==> src/rtl/sd_cmd_seq.sv <==
// SD-card SPI command sequencer: CS control, dummy bytes, 6-byte frame, R1 polling.
// Build option: define SDCMD_CRC_EN to compute CRC7 for byte 5; otherwise byte 5 is a fixed table value.

package sd_cmd_seq_pkg;
  typedef enum logic [2:0] {
    spiNOP  = 3'd0,
    spiCSL  = 3'd1,
    spiCSH  = 3'd2,
    spiFAST = 3'd3,
    spiSLOW = 3'd4,
    spiTR   = 3'd5
  } spiOP_t;
endpackage

module sd_cmd_seq
  import sd_cmd_seq_pkg::*;
#(
  parameter int unsigned NCR_MAX = 8
) (
  input  logic        clk,
  input  logic        reset_n,
  input  logic        start,
  input  logic [5:0]  cmd_idx,
  input  logic [31:0] cmd_arg,
  input  logic        keep_cs,
  output spiOP_t      spi_op,
  output logic [7:0]  spi_txd,
  input  logic [7:0]  spi_rxd,
  input  logic        spi_done,
  output logic        busy,
  output logic        done,
  output logic [7:0]  r1,
  output logic        timeout
);

  localparam int unsigned POLL_W = 8;
  localparam logic [7:0]  DUMMY  = 8'hFF;
  localparam logic [POLL_W-1:0] POLL_LAST = POLL_W'(NCR_MAX - 1);

  typedef enum logic [2:0] {
    S_IDLE, S_CSL, S_PRE, S_CMD, S_RSP, S_CSH, S_POST, S_DONE
  } state_t;

  state_t            state_q, state_d;
  spiOP_t            op_q, op_d;
  logic [7:0]        txd_q, txd_d;
  logic              busy_q, busy_d;
  logic              done_q, done_d;
  logic [7:0]        r1_q, r1_d;
  logic              to_q, to_d;
  logic [5:0]        idx_q, idx_d;
  logic [31:0]       arg_q, arg_d;
  logic              keep_q, keep_d;
  logic [2:0]        byte_q, byte_d;
  logic [POLL_W-1:0] poll_q, poll_d;
  logic [7:0]        b5_c;
  logic              ev_c;

  // A completion only counts in a wait phase, never in the issue cycle.
  assign ev_c = spi_done && (op_q == spiNOP);

  function automatic logic [7:0] frame_byte(input logic [2:0]  sel,
                                            input logic [5:0]  idx,
                                            input logic [31:0] arg,
                                            input logic [7:0]  b5);
    case (sel)
      3'd0:    frame_byte = {2'b01, idx};
      3'd1:    frame_byte = arg[31:24];
      3'd2:    frame_byte = arg[23:16];
      3'd3:    frame_byte = arg[15:8];
      3'd4:    frame_byte = arg[7:0];
      default: frame_byte = b5;
    endcase
  endfunction

`ifdef SDCMD_CRC_EN
  logic [6:0] crc_q, crc_d;

  function automatic logic [6:0] crc7_byte(input logic [6:0] crc, input logic [7:0] data);
    logic [6:0] c;
    logic       fb;
    c = crc;
    for (int i = 7; i >= 0; i--) begin
      fb = c[6] ^ data[i];
      c  = {c[5:0], 1'b0};
      if (fb) c = c ^ 7'h09;
    end
    return c;
  endfunction

  // CRC follows bytes 0-4 as they are loaded into the transmit register.
  always_comb begin
    crc_d = crc_q;
    if (state_q == S_IDLE && start) begin
      crc_d = '0;
    end else if (ev_c && (state_q == S_PRE || (state_q == S_CMD && byte_q < 3'd4))) begin
      crc_d = crc7_byte(crc_q, txd_d);
    end
  end

  always_ff @(posedge clk) begin
    if (!reset_n) crc_q <= '0;
    else          crc_q <= crc_d;
  end

  assign b5_c = {crc_q, 1'b1};
`else
  always_comb begin
    b5_c = 8'h01;
    if (idx_q == 6'd0)      b5_c = 8'h95;
    else if (idx_q == 6'd8) b5_c = 8'h87;
  end
`endif

  always_comb begin
    state_d = state_q;
    op_d    = spiNOP;
    txd_d   = txd_q;
    done_d  = 1'b0;
    r1_d    = r1_q;
    to_d    = to_q;
    idx_d   = idx_q;
    arg_d   = arg_q;
    keep_d  = keep_q;
    byte_d  = byte_q;
    poll_d  = poll_q;

    case (state_q)
      S_IDLE: begin
        if (start) begin
          idx_d   = cmd_idx;
          arg_d   = cmd_arg;
          keep_d  = keep_cs;
          to_d    = 1'b0;
          op_d    = spiCSL;
          state_d = S_CSL;
        end
      end
      S_CSL: begin
        if (ev_c) begin
          op_d    = spiTR;
          txd_d   = DUMMY;
          state_d = S_PRE;
        end
      end
      S_PRE: begin
        if (ev_c) begin
          byte_d  = 3'd0;
          op_d    = spiTR;
          txd_d   = frame_byte(3'd0, idx_q, arg_q, b5_c);
          state_d = S_CMD;
        end
      end
      S_CMD: begin
        if (ev_c) begin
          op_d = spiTR;
          if (byte_q == 3'd5) begin
            poll_d  = '0;
            txd_d   = DUMMY;
            state_d = S_RSP;
          end else begin
            byte_d = byte_q + 3'd1;
            txd_d  = frame_byte(byte_q + 3'd1, idx_q, arg_q, b5_c);
          end
        end
      end
      S_RSP: begin
        // Poll until a byte with MSB clear arrives or the poll budget is spent.
        if (ev_c) begin
          if (!spi_rxd[7] || poll_q == POLL_LAST) begin
            r1_d = spi_rxd[7] ? 8'hFF : spi_rxd;
            to_d = spi_rxd[7];
            if (keep_q) begin
              done_d  = 1'b1;
              state_d = S_DONE;
            end else begin
              op_d    = spiCSH;
              state_d = S_CSH;
            end
          end else begin
            poll_d = poll_q + POLL_W'(1);
            op_d   = spiTR;
            txd_d  = DUMMY;
          end
        end
      end
      S_CSH: begin
        if (ev_c) begin
          op_d    = spiTR;
          txd_d   = DUMMY;
          state_d = S_POST;
        end
      end
      S_POST: begin
        if (ev_c) begin
          done_d  = 1'b1;
          state_d = S_DONE;
        end
      end
      S_DONE: state_d = S_IDLE;
      default: state_d = S_IDLE;
    endcase

    busy_d = (state_d != S_IDLE);
  end

  always_ff @(posedge clk) begin
    if (!reset_n) begin
      state_q <= S_IDLE;
      op_q    <= spiNOP;
      txd_q   <= DUMMY;
      busy_q  <= 1'b0;
      done_q  <= 1'b0;
      r1_q    <= 8'hFF;
      to_q    <= 1'b0;
      idx_q   <= '0;
      arg_q   <= '0;
      keep_q  <= 1'b0;
      byte_q  <= '0;
      poll_q  <= '0;
    end else begin
      state_q <= state_d;
      op_q    <= op_d;
      txd_q   <= txd_d;
      busy_q  <= busy_d;
      done_q  <= done_d;
      r1_q    <= r1_d;
      to_q    <= to_d;
      idx_q   <= idx_d;
      arg_q   <= arg_d;
      keep_q  <= keep_d;
      byte_q  <= byte_d;
      poll_q  <= poll_d;
    end
  end

  assign spi_op  = op_q;
  assign spi_txd = txd_q;
  assign busy    = busy_q;
  assign done    = done_q;
  assign r1      = r1_q;
  assign timeout = to_q;

endmodule
==> config.mk <==
export PLATFORM = sky130hd
export DESIGN_NAME = sd_cmd_seq
export DESIGN_NICKNAME = d
export VERILOG_FILES = /design/src/rtl/sd_cmd_seq.sv
export SDC_FILE = /design/constraint.sdc
export NUM_CORES = 1
export LEC_CHECK = 0
export CORE_ASPECT_RATIO = 0.5
export CORE_MARGIN = 5
export CORE_UTILIZATION = 45
export CTS_CLUSTER_SIZE = 16
export DETAILED_ROUTE_END_ITERATION = 8
export HOLD_SLACK_MARGIN = 0.02
export PLACE_DENSITY = 0.79
export SLEW_MARGIN = 15
export SYNTH_ARGS = -nofsm -noshare
export SYNTH_HDL_FRONTEND = slang
export SYNTH_SLANG_ARGS = --single-unit
==> constraint.sdc <==
create_clock -name clk -period 3.95 [get_ports clk]
set_input_delay 0.9875 -clock clk [delete_from_list [all_inputs] [get_ports clk]]
set_output_delay 0.9875 -clock clk [all_outputs]
set_load 0.03 [all_outputs]
==> results.yml <==
drt:
  vias_per_cell: 5.46
  vias: 3364
  wire_per_inst_um: 15.2
  wirelength_um: 9370
  drc: 0
  drtIter0Drc: 261
  dr.pass1.iters: 6
  drtAntennaViolNets: 0
setup_path:
  worst_ep_arrival_time_ps: 2880
  cp-start-kind: "input pin"
  r2r_end: "poll_q[7]"
  worstSetupEndpoint: "busy"
  path_cells: "clkdlybuf4s50_1 > or4b_1 > o21ai_0 > a21oi_1 > a211oi_2 > o221ai_2"
  timing.rr.start: "byte_q[0]"
  critical-path-top-delay-family: "compound AO/OA/AOI/OAI gates"
  path_class: "input pin to flop"
  path_buf_inv: 1
  max_stage_delay_ps: 680
  crit_required_ps: 4150
  cp.depth: 6
  crit_start: "spi_done"
  rrSetupSlack_ps: 1500
  crit_path_max_fanout: 8
  endpoint_kind: "flop"
  reg2regPathDepth: 6
  slowest_stage: "or4b_1"
sta:
  setup_viol: 0
  hold_viol_final: 0
  rsz0062_at_grt: "false"
  final.setup_skew_ps: 3.51
  period_share_pct: 67.8
  max_freq_mhz: 373
  slew_headroom_pct: 57.5
  finalMaxSlewViolations: 0
  min_period_ps: 2680
  fin_setup_tns_ps: 0
  tightest_slew_ps: 638
layout:
  drive_above_1_share_pct: 7.14
  nNetsFinal: 557
  final_cells: 616
  area_growth_pct: 28.9
  antenna_cells: 0
  stdcell_area_um2: 4620
synth:
  yosysTopAreaCell: "dfxtp_1"
  synthTopCellsByCount: "nand2_1 (100), dfxtp_1 (75), a21oi_1 (61)"
  syn-num-nets: 500
  synth_edf_count: 0
  syn_avg_cell_area_um2: 8.08
  yosysUniqueCellTypes: 59
  synth_top_area_share_pct: 41.9
  ys_ff_latch: 75
  yosysSeqAreaShare_pct: 41.9
  yosys-top-cells-area: "dfxtp_1 (42%), nand2_1 (10%), a21oi_1 (8.5%)"
  yosysWarnings: 0
  yosys_most_used_dff: "dfxtp_1"
  synthArstFlopShare_pct: 0
  synth_cells: 443
  synth_area_um2: 3580
  synth.most_common_cell: "nand2_1"
cts:
  cts_root_buf: "clkbuf_16"
  cts_tree: "done"
  cts_resized: 0
  h-tree-depth: 3
  clock_path_buffers: 2
  worstSkewPairLatency_ps: 340
  clock-sinks: 75
  clkTransAtPathRegs_ps: 60
  ctsHoldBuffers: 0
  post_cts_buffers: 0
  cts_buffers: 9
global_route:
  globalRouteOverflowTotal: 0
  grt_max_degree: 33
  grt_pass1_wl_um: 15300
  grt_pass1_vias: 3131
  antenna_found_initial: 0
  grt_usage_pct: 19.7
power:
  p_leak_nw: 1.63
  finalPower_w: 0.00184
  p_per_area_nw_per_um2: 398
  peakVddDrop_mv: 0.218
floorplanning:
  initial_utilization_pct: 45.4
  die_x_um: 136
  ioPinCount: 73
  die_h_um: 73.1
  die-area_um2: 9950
  core_um2: 7890
  rows: 23
place:
  place_area_um2: 4340
  gp_congestion: 0.905
  placed_cells: 601
  place_hpwl_um: 6700
  portBuffers: 72
hold_path:
  hold_class: "flop to flop"
  hold_depth: 2
job:
  cap_violations: 0
status:
  status: "finished, final reports clean"
==> logic make-up after synthesis <==
logic type                 synth area share (%)
and+or+nand+nor                            23.4
adders and majority gates                  2.10
buffers and inverters                      5.24
AOI/OAI and AO/OA                          24.6
xor gates and xnor gates                   1.96
muxes                                     0.839
DFF                                        41.9
==> where the power goes <==
group          switching (W)  total [W]  internal (W)  leakage (nW)
Sequential         0.0000298   0.000824      0.000795         0.612
Combinational       0.000131   0.000243      0.000112         0.874
Clock               0.000299   0.000769      0.000471         0.141
==> tightest hold or removal path, cell delays in order (launching register included) <==
cell,delay [ps]
dfxtp_1,300
nand2_1,50
a21oi_1,50
==> state kept, by name, indices dropped and copies added, names as in the netlist <==
name,flops
timeout,1
state_q,3
spi_txd,8
arg_q,32
busy,1
byte_q,3
keep_q,1
poll_q,8
r1,8
spi_op,3
done,1
idx_q,6
==> layout by cell type (no fill, tap or decap), drive strengths merged, types with 6 or more instances in the layout <==
| cell type | Yosys | layout |
|---|---|---|
| a21oi | 61 | 61 |
| buf | 10 | 6 |
| clkbuf | 22 | 13 |
| clkdlybuf4s50 | 0 | 72 |
| dfxtp | 75 | 75 |
| ha | 6 | 6 |
| inv | 8 | 8 |
| nand2 | 100 | 100 |
| nand3 | 7 | 7 |
| nor2 | 35 | 35 |
| nor3 | 9 | 9 |
| o21ai | 18 | 18 |
| xnor2 | 7 | 7 |
==> metal layers <==
layer	vias up	GRT usage, %	wire length, um
li1	1671	-	-
met1	1558	27.5	4540
met2	121	28.2	4010
met3	14	6.27	670
met4	0	7.71	144
met5	-	0	0
==> layout make-up <==
class                   instances  area (um2)
fillers                       731        3270
multi-input cells             328        1900
repair buffers                 78         766
well taps                     112         140
flip-flops and latches         75        1500
clock inverters                 2        10.0
clock buffers                  13         270
inverters                       8        30.0
==> per-stage QoR <==
step	hold WS [ps]	util, %	setup WS (ps)
floorplan	431	-	1630
global placement	439	55.0	999
detailed placement	442	55.0	953
CTS	450	58.5	1290
global route	465	58.5	1160
finish	450	58.5	1270
==> how the worst min path moves through the flow <==
stage / from / endpoint
floorplan: arg_q[6] / arg_q[6]
global placement: arg_q[6] / arg_q[6]
detailed placement: arg_q[6] / arg_q[6]
CTS: arg_q[6] / arg_q[6]
global route: arg_q[6] / arg_q[6]
finish: arg_q[6] / arg_q[6]
Power figures use the tool's default switching activity.
